`config.mk`:
```
export PLATFORM = sky130hd
export DESIGN_NAME = hazard_unit
export DESIGN_NICKNAME = d
export VERILOG_FILES = /design/src/rtl/hazard_pkg.sv /design/src/rtl/hazard_unit.sv
export SDC_FILE = /design/constraint.sdc
export NUM_CORES = 1
export LEC_CHECK = 0
export BUFFER_PORTS_ARGS = -buffer_cell sky130_fd_sc_hd__buf_2
export CORE_MARGIN = 2
export CORE_UTILIZATION = 50
export DETAILED_ROUTE_END_ITERATION = 16
export PLACE_DENSITY = 0.78
export SLEW_MARGIN = 40
export SYNTH_ARGS = -nofsm -noshare
export SYNTH_HDL_FRONTEND = slang
export SYNTH_SLANG_ARGS = --single-unit
export TNS_END_PERCENT = 5
```
`constraint.sdc`:
```
create_clock -name i_clk -period 5.77 [get_ports i_clk]
set_input_delay 0.2885 -clock i_clk [delete_from_list [all_inputs] [get_ports i_clk]]
set_output_delay 0.2885 -clock i_clk [all_outputs]
set_load 0.02 [all_outputs]
```
`src/rtl/hazard_pkg.sv`:
```
// Shared pipeline definitions: hazard FSM encoding and pipeline drain/stall depths.
package hazard_pkg;

    typedef enum logic [1:0] {
        ST_RUN    = 2'd0,
        ST_STALL  = 2'd1,
        ST_DRAIN  = 2'd2,
        ST_HALTED = 2'd3
    } hz_state_e;

    localparam int DRAIN_DEPTH  = 3;
    localparam int LU_EX_STALL  = 2;  // load in EX: detect cycle + one more
    localparam int LU_MEM_STALL = 1;  // load in MEM: detect cycle only
    localparam int CNT_W        = 2;

endpackage

```
`src/rtl/hazard_unit.sv`:
```
// Load-use hazard detection, branch flush and HALT drain control for the ID stage.
module hazard_unit
    import hazard_pkg::*;
#(
    parameter int TAM_DIREC_REG = 5,
    parameter int TAM_STALL_CNT = 32
) (
    input  logic                     i_clk,
    input  logic                     i_rst,
    input  logic [TAM_DIREC_REG-1:0] i_rs_if_id,
    input  logic [TAM_DIREC_REG-1:0] i_rt_if_id,
    input  logic                     i_use_rs,
    input  logic                     i_use_rt,
    input  logic [TAM_DIREC_REG-1:0] i_rd_id_ex,
    input  logic [TAM_DIREC_REG-1:0] i_rd_ex_mem,
    input  logic                     i_mem_rd_id_ex,
    input  logic                     i_mem_rd_ex_mem,
    input  logic                     i_reg_wr_id_ex,
    input  logic                     i_reg_wr_ex_mem,
    input  logic                     i_branch_taken,
    input  logic                     i_halt_id,
    output logic                     o_pc_write,
    output logic                     o_if_id_write,
    output logic                     o_id_ex_bubble,
    output logic                     o_if_id_flush,
    output logic                     o_halted,
    output logic [TAM_STALL_CNT-1:0] o_stall_count
);

    hz_state_e                state_q, state_d;
    logic [CNT_W-1:0]         cnt_q, cnt_d;
    logic [TAM_STALL_CNT-1:0] stall_cnt_q;
    logic                     haz_ex, haz_mem, cnt_en;

    // Register 0 is hardwired to zero, so it can never carry a load-use dependency.
    function automatic logic op_match(input logic use_f,
                                      input logic [TAM_DIREC_REG-1:0] src,
                                      input logic [TAM_DIREC_REG-1:0] dst,
                                      input logic wr);
        return use_f && (src != '0) && (src == dst) && wr;
    endfunction

    assign haz_ex  = i_mem_rd_id_ex &&
                     (op_match(i_use_rs, i_rs_if_id, i_rd_id_ex, i_reg_wr_id_ex) ||
                      op_match(i_use_rt, i_rt_if_id, i_rd_id_ex, i_reg_wr_id_ex));
    assign haz_mem = i_mem_rd_ex_mem &&
                     (op_match(i_use_rs, i_rs_if_id, i_rd_ex_mem, i_reg_wr_ex_mem) ||
                      op_match(i_use_rt, i_rt_if_id, i_rd_ex_mem, i_reg_wr_ex_mem));

    always_comb begin
        o_pc_write     = 1'b1;
        o_if_id_write  = 1'b1;
        o_id_ex_bubble = 1'b0;
        o_if_id_flush  = 1'b0;
        state_d        = state_q;
        cnt_d          = cnt_q;
        if (!i_rst) begin
            case (state_q)
                ST_RUN: begin
                    if (i_halt_id) begin
                        o_pc_write    = 1'b0;
                        o_if_id_write = 1'b0;
                        cnt_d         = CNT_W'(DRAIN_DEPTH);
                        state_d       = ST_DRAIN;
                    end else if (haz_ex || haz_mem) begin
                        o_pc_write     = 1'b0;
                        o_if_id_write  = 1'b0;
                        o_id_ex_bubble = 1'b1;
                        if (haz_ex) begin
                            cnt_d   = CNT_W'(LU_EX_STALL - 1);
                            state_d = ST_STALL;
                        end
                    end else begin
                        o_if_id_flush = i_branch_taken;
                    end
                end
                ST_STALL: begin
                    o_pc_write     = 1'b0;
                    o_if_id_write  = 1'b0;
                    o_id_ex_bubble = 1'b1;
                    cnt_d          = cnt_q - 1'b1;
                    if (cnt_d == '0) state_d = ST_RUN;
                end
                ST_DRAIN: begin
                    o_pc_write     = 1'b0;
                    o_if_id_write  = 1'b0;
                    o_id_ex_bubble = 1'b1;
                    cnt_d          = cnt_q - 1'b1;
                    if (cnt_d == '0) state_d = ST_HALTED;
                end
                ST_HALTED: begin
                    o_pc_write     = 1'b0;
                    o_if_id_write  = 1'b0;
                    o_id_ex_bubble = 1'b1;
                end
                default: state_d = ST_RUN;
            endcase
        end
    end

    // Drain bubbles are not load-use stalls and stay out of the statistic.
    assign cnt_en = o_id_ex_bubble && ((state_q == ST_RUN) || (state_q == ST_STALL));

    always_ff @(posedge i_clk) begin
        if (i_rst) begin
            state_q     <= ST_RUN;
            cnt_q       <= '0;
            stall_cnt_q <= '0;
        end else begin
            state_q <= state_d;
            cnt_q   <= cnt_d;
            if (cnt_en && (stall_cnt_q != '1)) stall_cnt_q <= stall_cnt_q + 1'b1;
        end
    end

    assign o_halted      = (state_q == ST_HALTED) && !i_rst;
    assign o_stall_count = stall_cnt_q;

endmodule

```
==> results of run 1 <==
-- cell families (layout without fill, tap and decap cells) --
group                      Yosys count  count (layout)  share of synthesized area
AOI/OAI and AO/OA                   20              20                     0.0619
and+or+nand+nor                    137             137                      0.351
DFF                                 36              36                      0.316
muxes                                1               1                    0.00493
adders and majority gates            6               6                     0.0329
buffers and inverters               21              82                     0.0488
xor gates and xnor gates            48              48                      0.184
-- layer usage --
layer  vias to the layer above  wire, um  global-route usage
met1                       963      2270               0.269
li1                       1051         -                   -
met3                         5       235              0.0436
met2                        54      2240               0.324
met5                         -         0                   0
met4                         0        89              0.0797
-- area by class of cell --
cell class              count  area share
well taps                  52      0.0242
clock buffers               7      0.0321
multi-input cells         212       0.539
repair buffers             66       0.123
flip-flops and latches     36       0.268
inverters                   8      0.0112
clock inverters             1     0.00279
-- registers in the layout (all words and copies together), names as in the netlist --
name	flops
o_stall_count	32
cnt_q	2
state_q	2
-- tightest hold or removal path, cell delays in order --
cell and delay, ps:
buf_2 120, nand2b_1 60, a311oi_1 80
-- Yosys cell counts (all sizes together), types with 2 or more instances --
library cell,instances,share of area
and3,9,0.025
nand3,20,0.064
nor2b,3,0.0082
nor4,2,0.012
dfxtp,36,0.32
a21oi,3,0.0066
nor2,42,0.069
o21ai,5,0.011
nand2,14,0.024
ha,6,0.033
buf,7,0.026
nand4,22,0.067
o21a,3,0.010
xnor2,20,0.077
nor3,5,0.018
inv,8,0.013
or4,4,0.015
and2,3,0.0082
clkbuf,6,0.0099
nand2b,3,0.0082
or3,5,0.014
xor2,28,0.11
a311oi,3,0.014
o211ai,2,0.0066
-- worst paths after layout --
kind,start,endpoint,cells past startpoint
worst max-delay path,o_stall_count[3],o_stall_count[27],7
worst min-delay path,i_halt_id,state_q[1],3
worst max register to register,o_stall_count[3],o_stall_count[27],7
worst min register to register,o_stall_count[1],o_stall_count[1],2
-- metrics by stage --
stage                util  hold WS [ps]  instances  setup slack, ps  instance area, sq um
floorplan               -           454        269             3590                  2280
global placement    0.592           473        374             3300                  2600
detailed placement  0.593           486        374             3210                  2600
CTS                 0.614           306        382             3400                  2690
global route        0.614           325        382             3190                  2690
finish              0.614           314        382             3370                  2690
-- power groups by stage --
stage | clock network, W | registers, W | logic, W
2_1_floorplan | 0 | 0.000279 | 0.000181
3_3_place_gp | 0 | 0.000280 | 0.000214
3_5_place_dp | 0 | 0.000281 | 0.000221
5_1_grt | 0.000198 | 0.000279 | 0.000252
6_report | 0.000185 | 0.000276 | 0.000220
4_1_cts | 0.000192 | 0.000276 | 0.000222
==> metrics.txt, run 1 <==
setup slack, reg-to-reg=approximately 3400 ps; number of global-route vias before repair=1873; ant diodes=0; CP max-delay cell=or3_1; H-tree depth=2; Reg area=around 720 sq um; post-CTS setup buffers=0; total gr overflow=0; core area=between 0.004 and 0.005 sq mm; CP bufs+invs=0; CP Class=reg -> reg; setup-violating endpoint count in the final report=0; Multi-input gate area=0.00145 sq mm; worst ir drop on vdd=~0.11 mV; Int Pwr=about 0.00045 W; Slew headroom=0.497; CTS tree=built; DR pass1 iterations=4; Via-to-Cell Ratio=5.43; cell count after synthesis=roughly 270; Site Rows=24; global-route wire length before repair=between 8 and 9 mm; Worst Path Max Fanout=14; pin count of the biggest net entering global routing=43; fin crit share=0.416; Seq/Total Area, Yosys=0.316; Unique masters post-synth=46; GRT Total Usage=0.203; commonest non-fill, non-tap cells in the layout=66 x buf_2, 41 x nor2_1, 36 x dfxtp_1; Iteration-0 DRC Markers=104; HPWL after DPL=between 3 and 4 mm; Power Dens Cells=roughly 250 mW/mm^2; io pins=67; Slew @ Worst Pin=around 750 ps; Final Skew=about 8 ps; most common cell after layout, fill and taps aside=buf_2; critical path arrival=between 2000 and 3000 ps; root buffer cell=clkbuf_8; total CTS buffers=5; worst min path class=in -> reg; Reg power frac=0.405; Routed Wire Length=4.84 mm; final setup TNS=0 ps; max-cap check violation count=0; RSZ-0062 raised after global routing=no; Comb power frac=0.323; EDFF count, synth=0; CP top delay family=simple AND/OR/NAND/NOR gates; ANT nets after route=0; antenna violations before repair=0; CP required=5920 ps; clk slew on worst S/H paths=70 ps; crit end category=register; outcome=completed; Crit path largest cell delay=640 ps; flops & latches, synth=36; total number of vias=approximately 2100; final net count=between 300 and 400; Synth Area per Inst=about 8.5 sq um; Post-CTS Resized=0; Fillers=a little over 400; hold_buf cts=0; min Tclk post-route=approximately 2400 ps; Final Hold Fails=0; ys async rst share=0; clock sink count=36; Final Wtd Congestion=around 0.77; Post-Syn Nets=between 300 and 400; fmax=between 0.4 and 0.5 GHz; Port Buffers=66; ys flop type=dfxtp_1; DR DRC count=0; die footprint=0.00512 sq mm; Synthesis Warnings=0; critical path cell sequence=nand3_2 -> nor3_2 -> nand4_1 -> or3_1 -> nand4_1 -> xor2_1 -> nor2_1; share of post-route cells with drive strength above 1=0.282; Synth Cell Area=approximately 0.0023 sq mm; leakage=between 1 and 1.5 nW; Switching Share=0.341; Avg WL per Cell=about 13 um; CP Launch Type=register; Die H=about 72 um; Clock Tree Buf Depth=2; clock power share=0.271; Power Total=approximately 0.00068 W; Switch Pwr=~0.00023 W; most frequent CP cell=nand4_1; Clk Latency, worst-skew pair=a little under 300 ps; Initial Util=0.521; die span in x=71.6 um; Slew Viols, Final=0; Area growth syn-to-layout=18.0%
(Power assumes the default switching activity.)
==> run 2, diff against run 1 <==
==> constraint.sdc (replaced) <==
create_clock -name i_clk -period 2.4 [get_ports i_clk]
set_input_delay 0.12 -clock i_clk [delete_from_list [all_inputs] [get_ports i_clk]]
set_output_delay 0.12 -clock i_clk [all_outputs]
set_load 0.02 [all_outputs]
==> run 2 against run 1 <==
Non-clock buffer count increased by 15. Clock skew grew 2.3 ps. Final area increased by 3.9%. Highest routed layer unchanged. Sequential share of layout area down 0.99 points. Final cell count up 3.9%. Clock power is 130% higher. First-iteration DRC count increased by 4.8%. Register-to-register slack lost 3200 ps. Sequential power increased by 140%. Power up 150%. Die area did not move.
==> metrics.txt, run 2 (synthesis results as in run 1) <==
outcome=completed (unchanged); root buffer cell=clkbuf_8 (unchanged); critical path cell sequence=nand4_4 -> nor3_4 -> nand4_1 -> or3_1 -> buf_4 -> nand4_1 -> xor2_1 -> nor2_1 (was nand3_2 -> nor3_2 -> nand4_1 -> or3_1 -> nand4_1 -> xor2_1 -> nor2_1); ANT nets after route=0 (unchanged); worst r2r path cells=8 (was 7); critical path depth=8 (was 7); die footprint=0.00512 sq mm (unchanged); Final Hold Fails=0 (unchanged); pin count of the biggest net entering global routing=42 (was 43); Critical Path End=o_stall_count[11] (was o_stall_count[27]); Clock Tree Buf Depth=2 (unchanged); antenna violations before repair=0 (unchanged); Area growth syn-to-layout=22.5% (was 18.0%); H-tree depth=2 (unchanged); HPWL after DPL=4.08 mm (was 3.68 mm); leakage=1.24 nW (was 1.16 nW); CP required=2580 ps (was 5920 ps); core area=0.00438 sq mm (unchanged); final net count=380 (was 365); Final Wtd Congestion=0.857 (was 0.768); Worst Path Max Fanout=8 (was 14); CP top delay family=simple AND/OR/NAND/NOR gates (unchanged); CTS tree=built (unchanged); total CTS buffers=5 (unchanged); setup-violating endpoint count in the final report=0 (unchanged); Switch Pwr=0.000586 W (was 0.000232 W); Via-to-Cell Ratio=5.39 (was 5.43); worst min path class=in -> reg (unchanged); io pins=67 (unchanged); RSZ-0062 raised after global routing=no (unchanged); setup slack, reg-to-reg=200 ps (was 3370 ps); Critical R2R Capture=o_stall_count[11] (was o_stall_count[27]); commonest non-fill, non-tap cells in the layout=66 x buf_2, 42 x nor2_1, 36 x dfxtp_1 (was 66 x buf_2, 41 x nor2_1, 36 x dfxtp_1); Fillers=375 (was 409); Avg WL per Cell=13.1 um (was 12.7 um); GRT Total Usage=0.216 (was 0.203); CP max-delay cell=dfxtp_1 (was or3_1); Slew @ Worst Pin=419 ps (was 754 ps); fmax=0.454 GHz (was 0.417 GHz); Iteration-0 DRC Markers=109 (was 104); max-cap check violation count=0 (unchanged); Switching Share=0.352 (was 0.341); total number of vias=2139 (was 2073); final setup TNS=0 ps (unchanged); Final Non-Filler Cells=397 (was 382); Die H=71.6 um (unchanged); Initial Util=0.521 (unchanged); CP Class=reg -> reg (unchanged); Crit path largest cell delay=450 ps (was 640 ps); DR DRC count=0 (unchanged); DR pass1 iterations=4 (unchanged); ant diodes=0 (unchanged); fin crit share=0.918 (was 0.416); min Tclk post-route=2200 ps (was 2400 ps); R2R Path Start=o_stall_count[13] (was o_stall_count[3]); Power Dens Cells=596 mW/mm^2 (was 252 mW/mm^2); Routed Wire Length=5.19 mm (was 4.84 mm); number of global-route vias before repair=2000 (was 1873); crit end category=register (unchanged); clock power share=0.256 (was 0.271); Site Rows=24 (unchanged); Int Pwr=0.00108 W (was 0.000448 W); critical path arrival=2380 ps (was 2550 ps); Port Buffers=66 (unchanged); share of post-route cells with drive strength above 1=0.313 (was 0.282); hold_buf cts=0 (unchanged); clk slew on worst S/H paths=80 ps (was 70 ps); CP bufs+invs=1 (was 0); most common cell after layout, fill and taps aside=buf_2 (unchanged); die span in x=71.6 um (unchanged); dpl cell area=0.00271 sq mm (was 0.00260 sq mm); max reg flops=32 (unchanged); clock sink count=36 (unchanged); Final Skew=10.3 ps (was 7.99 ps); placed insts=389 (was 374); CP Launch Type=register (unchanged); Comb power frac=0.346 (was 0.323); global-route wire length before repair=8.94 mm (was 8.35 mm); worst ir drop on vdd=0.253 mV (was 0.107 mV); total gr overflow=0 (unchanged); Slew Viols, Final=0 (unchanged); Reg power frac=0.399 (was 0.405); post-CTS setup buffers=0 (unchanged); Clk Latency, worst-skew pair=290 ps (about the same); most frequent CP cell=nand4_1 (unchanged); Min Hold Slack=157 ps (was 314 ps); Post-CTS Resized=0 (unchanged); Slew headroom=0.721 (was 0.497); Critical path origin=o_stall_count[13] (was o_stall_count[3]); design area=0.00280 sq mm (was 0.00269 sq mm)
-- run 2: power by group through the flow --
stage / Clock (W) / Combinational [W] / Sequential (W)
2_1_floorplan: 0 / 0.000435 / 0.000671
3_3_place_gp: 0 / 0.000556 / 0.000674
3_5_place_dp: 0 / 0.000574 / 0.000678
4_1_cts: 0.000431 / 0.000577 / 0.000664
5_1_grt: 0.000457 / 0.000659 / 0.000671
6_report: 0.000426 / 0.000576 / 0.000664
-- run 2: metal layers --
metal | part of all wire | track usage | vias up
li1 | - | - | 1084
met1 | 0.47 | 0.292 | 984
met2 | 0.45 | 0.351 | 63
met3 | 0.057 | 0.0380 | 8
met4 | 0.015 | 0.0692 | 0
met5 | 0 | 0 | -
-- run 2: cell type report --
cell class / instances / area [sq um] / share of cell area
repair buffers: 81 / 443 / 0.158
flip-flops and latches: 36 / 721 / 0.258
clock buffers: 5 / 68.8 / 0.0246
multi-input cells: 212 / 1450 / 0.519
inverters: 8 / 30.0 / 0.0107
well taps: 52 / 65.1 / 0.0233
clock inverters: 3 / 18.8 / 0.00671
-- run 2: stage by stage --
stage	util	total power, W	setup slack (ps)
global placement	0.618	0.00123	247
global route	0.638	0.00179	29.6
CTS	0.638	0.00167	201
finish	0.638	0.00167	196
floorplan	-	0.00111	224
detailed placement	0.618	0.00125	218
-- run 2: worst min-delay path by stage --
stage / slack [ps] / cells past startpoint / endpoint / from
after floorplan: 290 / 2 / state_q[1] / i_halt_id
after global placement: 440 / 3 / state_q[1] / i_halt_id
after detailed placement: 450 / 3 / state_q[1] / i_halt_id
after CTS: 150 / 3 / state_q[1] / i_halt_id
after global routing: 180 / 3 / state_q[1] / i_halt_id
final: 160 / 3 / state_q[1] / i_halt_id
-- run 2: worst min-delay path: cells and delay by family --
family                 cells  cell delay [ps]
buffers and inverters      1              120
AND/OR/NAND/NOR            1               70
AO/OA/AOI/OAI              1               80
